[config.mk]
export PLATFORM = sky130hd
export DESIGN_NAME = instr_fetch_unit
export DESIGN_NICKNAME = d
export VERILOG_FILES = /design/src/rtl/cpu5_pkg.sv /design/src/rtl/pc_counter.sv /design/src/rtl/instr_fetch_unit.sv
export SDC_FILE = /design/constraint.sdc
export NUM_CORES = 1
export LEC_CHECK = 0
export CORE_ASPECT_RATIO = 0.8
export CORE_UTILIZATION = 40
export CTS_CLUSTER_DIAMETER = 30
export DETAILED_ROUTE_END_ITERATION = 10
export PLACE_DENSITY = 0.83
export REMOVE_ABC_BUFFERS = 1
export SETUP_SLACK_MARGIN = 0.1
export SLEW_MARGIN = 40
export SYNTH_ARGS = -nofsm -noshare
export SYNTH_HDL_FRONTEND = slang
export SYNTH_HIERARCHICAL = 1
export SYNTH_SLANG_ARGS = --single-unit
export TNS_END_PERCENT = 30
[constraint.sdc]
create_clock -name CLK -period 1.85 [get_ports CLK]
set_input_delay 0.4625 -clock CLK [delete_from_list [all_inputs] [get_ports CLK]]
set_output_delay 0.4625 -clock CLK [all_outputs]
set_load 0.03 [all_outputs]
[src/rtl/cpu5_pkg.sv]
// Shared definitions for the 5-bit CPU: widths, opcodes, instruction field slices and the
// instruction fetch state encoding.
package cpu5_pkg;

  localparam int unsigned ADDR_W        = 5;
  localparam int unsigned INSTR_W       = 9;
  localparam int unsigned FETCH_TIMEOUT = 15;

  // Instruction word layout: [8:5] opcode, [4:0] immediate.
  localparam int unsigned OPC_MSB = 8;
  localparam int unsigned OPC_LSB = 5;
  localparam int unsigned IMM_MSB = 4;
  localparam int unsigned IMM_LSB = 0;

  localparam logic [3:0] OP_NOP  = 4'h0;
  localparam logic [3:0] OP_LDI  = 4'h1;
  localparam logic [3:0] OP_ADD  = 4'h2;
  localparam logic [3:0] OP_SUB  = 4'h3;
  localparam logic [3:0] OP_JMP  = 4'h4;
  localparam logic [3:0] OP_JZ   = 4'h5;
  localparam logic [3:0] OP_HALT = 4'b1110;

  typedef enum logic [2:0] {
    StIdle,
    StFetch,
    StPresent,
    StHalt,
    StFault
  } fetch_state_e;

endpackage

[src/rtl/pc_counter.sv]
// Program counter register: synchronous reset to RESET_PC, load wins over increment,
// wraps modulo 2^AW.
module pc_counter #(
  parameter int unsigned   AW       = 5,
  parameter logic [AW-1:0] RESET_PC = '0
) (
  input  logic          clk,
  input  logic          rst,
  input  logic          load,
  input  logic          inc,
  input  logic [AW-1:0] load_val,
  output logic [AW-1:0] pc
);

  always_ff @(posedge clk) begin
    if (rst) begin
      pc <= RESET_PC;
    end else if (load) begin
      pc <= load_val;
    end else if (inc) begin
      pc <= pc + AW'(1);
    end
  end

endmodule

[src/rtl/instr_fetch_unit.sv]
// Instruction fetch unit: owns the PC, fetches words from program ROM over req/ack and presents
// opcode/immediate to the control unit with valid/ready. Stops on HALT or a memory timeout.
module instr_fetch_unit
  import cpu5_pkg::*;
#(
  parameter int unsigned   AW       = ADDR_W,
  parameter int unsigned   IW       = INSTR_W,
  parameter logic [AW-1:0] RESET_PC = '0,
  parameter logic [3:0]    HALT_OP  = OP_HALT,
  parameter int unsigned   TIMEOUT  = FETCH_TIMEOUT
) (
  input  logic          CLK,
  input  logic          RST,
  output logic          MEM_REQ,
  output logic [AW-1:0] MEM_ADDR,
  input  logic          MEM_ACK,
  input  logic [IW-1:0] MEM_DATA,
  output logic [3:0]    Opcode,
  output logic [4:0]    IMM,
  output logic          INSTR_VALID,
  input  logic          INSTR_READY,
  input  logic          JMP_SEL,
  input  logic [AW-1:0] JMP_TGT,
  output logic [AW-1:0] PC,
  output logic          HALTED,
  output logic          FAULT,
  output logic [7:0]    RETIRED
);

  localparam int unsigned TW = $clog2(TIMEOUT + 1);

  fetch_state_e  state_q;
  logic          mem_req_q;
  logic          instr_valid_q;
  logic          halted_q;
  logic          fault_q;
  logic [3:0]    opcode_q;
  logic [4:0]    imm_q;
  logic [TW-1:0] tmo_q;
  logic [7:0]    retired_q;
  logic [AW-1:0] pc;

  logic consume;
  logic advance;

  // Valid is only ever high in StPresent, so consume needs no state decode.
  assign consume = instr_valid_q & INSTR_READY;
  assign advance = consume & (opcode_q != HALT_OP);

  pc_counter #(
    .AW       (AW),
    .RESET_PC (RESET_PC)
  ) u_pc_counter (
    .clk      (CLK),
    .rst      (RST),
    .load     (advance & JMP_SEL),
    .inc      (advance & ~JMP_SEL),
    .load_val (JMP_TGT),
    .pc       (pc)
  );

  always_ff @(posedge CLK) begin
    if (RST) begin
      state_q       <= StIdle;
      mem_req_q     <= 1'b0;
      instr_valid_q <= 1'b0;
      halted_q      <= 1'b0;
      fault_q       <= 1'b0;
      opcode_q      <= '0;
      imm_q         <= '0;
      tmo_q         <= '0;
      retired_q     <= '0;
    end else begin
      case (state_q)
        StIdle: begin
          state_q   <= StFetch;
          mem_req_q <= 1'b1;
          tmo_q     <= '0;
        end
        StFetch: begin
          if (MEM_ACK) begin
            opcode_q      <= MEM_DATA[OPC_MSB:OPC_LSB];
            imm_q         <= MEM_DATA[IMM_MSB:IMM_LSB];
            tmo_q         <= '0;
            mem_req_q     <= 1'b0;
            instr_valid_q <= 1'b1;
            state_q       <= StPresent;
          end else if (tmo_q == TW'(TIMEOUT - 1)) begin
            // This was the last allowed wait cycle with the request up.
            mem_req_q <= 1'b0;
            fault_q   <= 1'b1;
            state_q   <= StFault;
          end else begin
            tmo_q <= tmo_q + TW'(1);
          end
        end
        StPresent: begin
          if (consume) begin
            instr_valid_q <= 1'b0;
            if (retired_q != 8'hFF) begin
              retired_q <= retired_q + 8'd1;
            end
            if (opcode_q == HALT_OP) begin
              halted_q <= 1'b1;
              state_q  <= StHalt;
            end else begin
              mem_req_q <= 1'b1;
              tmo_q     <= '0;
              state_q   <= StFetch;
            end
          end
        end
        StHalt, StFault: begin
          state_q <= state_q;
        end
        default: begin
          state_q <= StIdle;
        end
      endcase
    end
  end

  assign MEM_REQ     = mem_req_q;
  assign MEM_ADDR    = pc;
  assign Opcode      = opcode_q;
  assign IMM         = imm_q;
  assign INSTR_VALID = instr_valid_q;
  assign PC          = pc;
  assign HALTED      = halted_q;
  assign FAULT       = fault_q;
  assign RETIRED     = retired_q;

endmodule

==> summary.md, run 1 <==
| Metric | Value |
|---|---|
| P_int | `0.00114 W` |
| CTS root buf | `clkbuf_8` |
| Antenna violations before repair | `0` |
| Reg clk slew, reported paths | `60 ps` |
| Synth Cell Area | `1580 um2` |
| Core area | `3780 um2` |
| Deepest level of the CTS H-tree | `2` |
| Post-DRT Antenna Nets | `0` |
| Clk sink count | `33` |
| Die ar. | `4200 um2` |
| DRC viols | `0` |
| Row count | `20` |
| Net Switching | `0.000419 W` |
| Pleak | `1.29 nW` |
| Maximum VDD drop | `370 uV` |
| Seq/Total Area, Yosys | `0.419` |
| CTS tree | `built` |
| Crit path max fanout | `4` |
| Worst reg2reg setup slack | `250 ps` |
| Vias in the first global route | `1,383` |
| Mapped Avg Cell Area | `8.57 um2` |
| Die Y | `58.2 um` |
| Post-synth EDFFs | `0` |
| Hold_buf cts | `0` |
| Period minus WS final | `1600 ps` |
| Total congestion overflow | `0` |
| Starting Density | `0.418` |
| Vias per Instance | `5.10` |
| Sw frac | `0.270` |
| Fillers | `336` |
| Clk_skew | `7.45 ps` |
| GRT Total Usage | `0.180` |
| Worst setup SP type | `flop` |
| Worst endpoint required time | `2020 ps` |
| Worst min-delay path class | `flop to flop` |
| Nets | `265` |
| Post-synth top flop | `dfxtp_1` |
| Bufs on Longest Clock Path | `2` |
| Worst Setup SP | `Opcode[0]` |
| Global-route wire length before repair | `5.89 mm` |
| Commonest non-fill, non-tap cell in the layout | `dfxtp_1` |
| Achievable frequency | `0.625 GHz` |
| TritonRoute pass-1 iters | `4` |
| Top cell type's share of synthesized area | `0.419` |
| Share of cells above drive strength 1 | `0.119` |
| Worst Setup EP | `u_pc_counter/pc[3]` |
| Kind of end point of the critical path | `flop` |
| Synth warnings | `6` |
| Clock Latency Late Sink | `280 ps` |
| Most area-consuming cells after synthesis | `dfxtp_1 42%, a21oi_1 8.2%, nand2_1 6.4%` |
| # IOs | `50` |
| Clock Power Share | `0.328` |
| Area after DPL | `2180 um2` |
| Post-synth top area cell | `dfxtp_1` |
| Status | `finished clean` |
| RSZ-0062 raised after global routing | `no` |
| Non-Filler Instances | `298` |
| R2R cell count | `7` |
| FFs w/ async S/R, synth | `0` |
| Critical setup path kind | `flop to flop` |
| Final period util | `0.864` |
| Max-slew violations | `0` |
| Reg power frac | `0.501` |
| Wirelength per Cell | `11.9 um` |
| Register area | `664 um2` |
| WP data arrival | `1770 ps` |
| Final WL | `3.54 mm` |
| Pwr dens | `667 nW/um2` |
| Dpl cells | `290` |
| Most frequent cells in the layout | `32 x dfxtp_1, 27 x nand2_1, 26 x a21oi_1` |
| HPWL after detailed placement | `2.59 mm` |
| Yosys reg bits | `33` |
| DR iter-0 viols | `81` |
| Via count | `1,521` |
| Setup bufs post-CTS | `0` |
| Ant diodes | `0` |
| Worst flop-to-flop path endpoint | `u_pc_counter/pc[3]` |
| Largest net degree at the start of global routing | `25` |
| Setup-failing EPs final | `0` |
| Cell variety after synth | `42` |
| Worst Max-Slew Pin Slew | `587 ps` |
| PortBufs | `49` |
| Max-Cap Viols | `0` |
| Area Overhead vs Synth | `47.8%` |
| Worst r2r src | `Opcode[0]` |
| Hold Vio Cnt, Final | `0` |
| Chip Width | `72.2 um` |
| CTS Buf Count | `5` |
| Max-Slew Margin vs Limit | `0.608` |
| Multi-input gate area | `827 um2` |
| Post-Syn Instances | `184` |
| Finished Cell Area | `2330 um2` |
| Combinational Power Share | `0.171` |
| Final GP Congestion | `0.782` |
worst min-delay path by stage:
stage / cells past startpoint / slack, ps / endpoint / startpoint
after floorplan: 1 / 430 / tmo_q[3] / tmo_q[3]
after global placement: 2 / 440 / IMM[0] / IMM[0]
after detailed placement: 2 / 450 / IMM[3] / IMM[3]
after CTS: 2 / 460 / IMM[3] / IMM[3]
after global routing: 2 / 480 / IMM[3] / IMM[3]
final: 2 / 450 / IMM[3] / IMM[3]
area by class of cell:
cell class | instances | share of cell area
multi-input combinational | 131 | 0.355
clock buffer | 8 | 0.0343
sequential | 33 | 0.285
timing repair buffer | 64 | 0.285
tap | 55 | 0.0295
inverter | 7 | 0.0113
metrics by stage:
step	TNS [ps]	power [W]	hold WS, ps	utilization	setup WS, ps
6_report	0	0.00156	449	0.617	251
5_1_grt	0	0.00163	475	0.617	127
4_1_cts	0	0.00157	457	0.600	6.44
3_5_place_dp	-2670	0.00107	449	0.578	-295
3_3_place_gp	-2580	0.00106	444	0.578	-265
2_1_floorplan	-149	0.000922	435	-	-58.9
worst max-delay path, stage by stage (launching register included):
cell and delay (ps):
dfxtp_1 340, and4b_1 240, or2_4 270, nor2_4 120, buf_6 110, nand4_1 100
xnor2_1 150, o21a_1 170
timing repair:
item | CTS | global route
resized for setup | 13 | 26
hold endpoints to repair | 0 | 0
pin swaps | 2 | 0
endpoints found under the setup margin | 32 | 26
synth_stat cells (3+ instances only):
| master | count |
|---|---|
| a21oi_1 | 26 |
| and3_1 | 3 |
| buf_2 | 3 |
| buf_4 | 5 |
| clkbuf_1 | 4 |
| dfxtp_1 | 33 |
| ha_1 | 4 |
| inv_1 | 7 |
| mux2i_1 | 4 |
| nand2_1 | 27 |
| nand3_1 | 5 |
| nand4_1 | 3 |
| nor2_1 | 15 |
| o21a_1 | 3 |
| o21ai_0 | 5 |
| xnor2_1 | 3 |
| xor2_1 | 3 |
flip-flops by register name, indices dropped and copies added, names as in the netlist:
register,count
RETIRED,8
IMM,5
u_pc_counter/pc,5
Opcode,4
tmo_q,4
state_q,3
FAULT,1
HALTED,1
INSTR_VALID,1
MEM_REQ,1
layer usage:
metal | vias up | wire, um | track usage | share of wire
met5 | - | 0 | 0 | 0
met4 | 0 | 41 | 0.0700 | 0.012
met3 | 7 | 213 | 0.0470 | 0.060
met2 | 46 | 1620 | 0.300 | 0.46
met1 | 705 | 1660 | 0.224 | 0.47
li1 | 763 | - | - | -
power by group through the flow:
stage                     Combinational (W)  Clock, W  Sequential [W]
after floorplan                   0.0000889         0        0.000833
after global placement             0.000266         0        0.000794
after detailed placement           0.000271         0        0.000795
after CTS                          0.000271  0.000521        0.000780
after global routing               0.000289  0.000560        0.000785
final                              0.000266  0.000509        0.000780
kinds of logic (layout without fill, tap and decap cells):
logic type	Yosys count	count (layout)	share of synthesized area
buf+inv	20	79	0.0666
flops	33	33	0.419
xor+xnor	6	6	0.0333
compound gates	47	47	0.191
fa+ha+maj	4	4	0.0317
simple gates	69	69	0.226
mux	5	5	0.0325
(Power assumes the default switching activity.)
==> run 2, diff against run 1 <==
CTS_CLUSTER_DIAMETER = 60   (was 30)
==> results of run 2 <==
Final layout, timing and power as in run 1 (identical DEF).
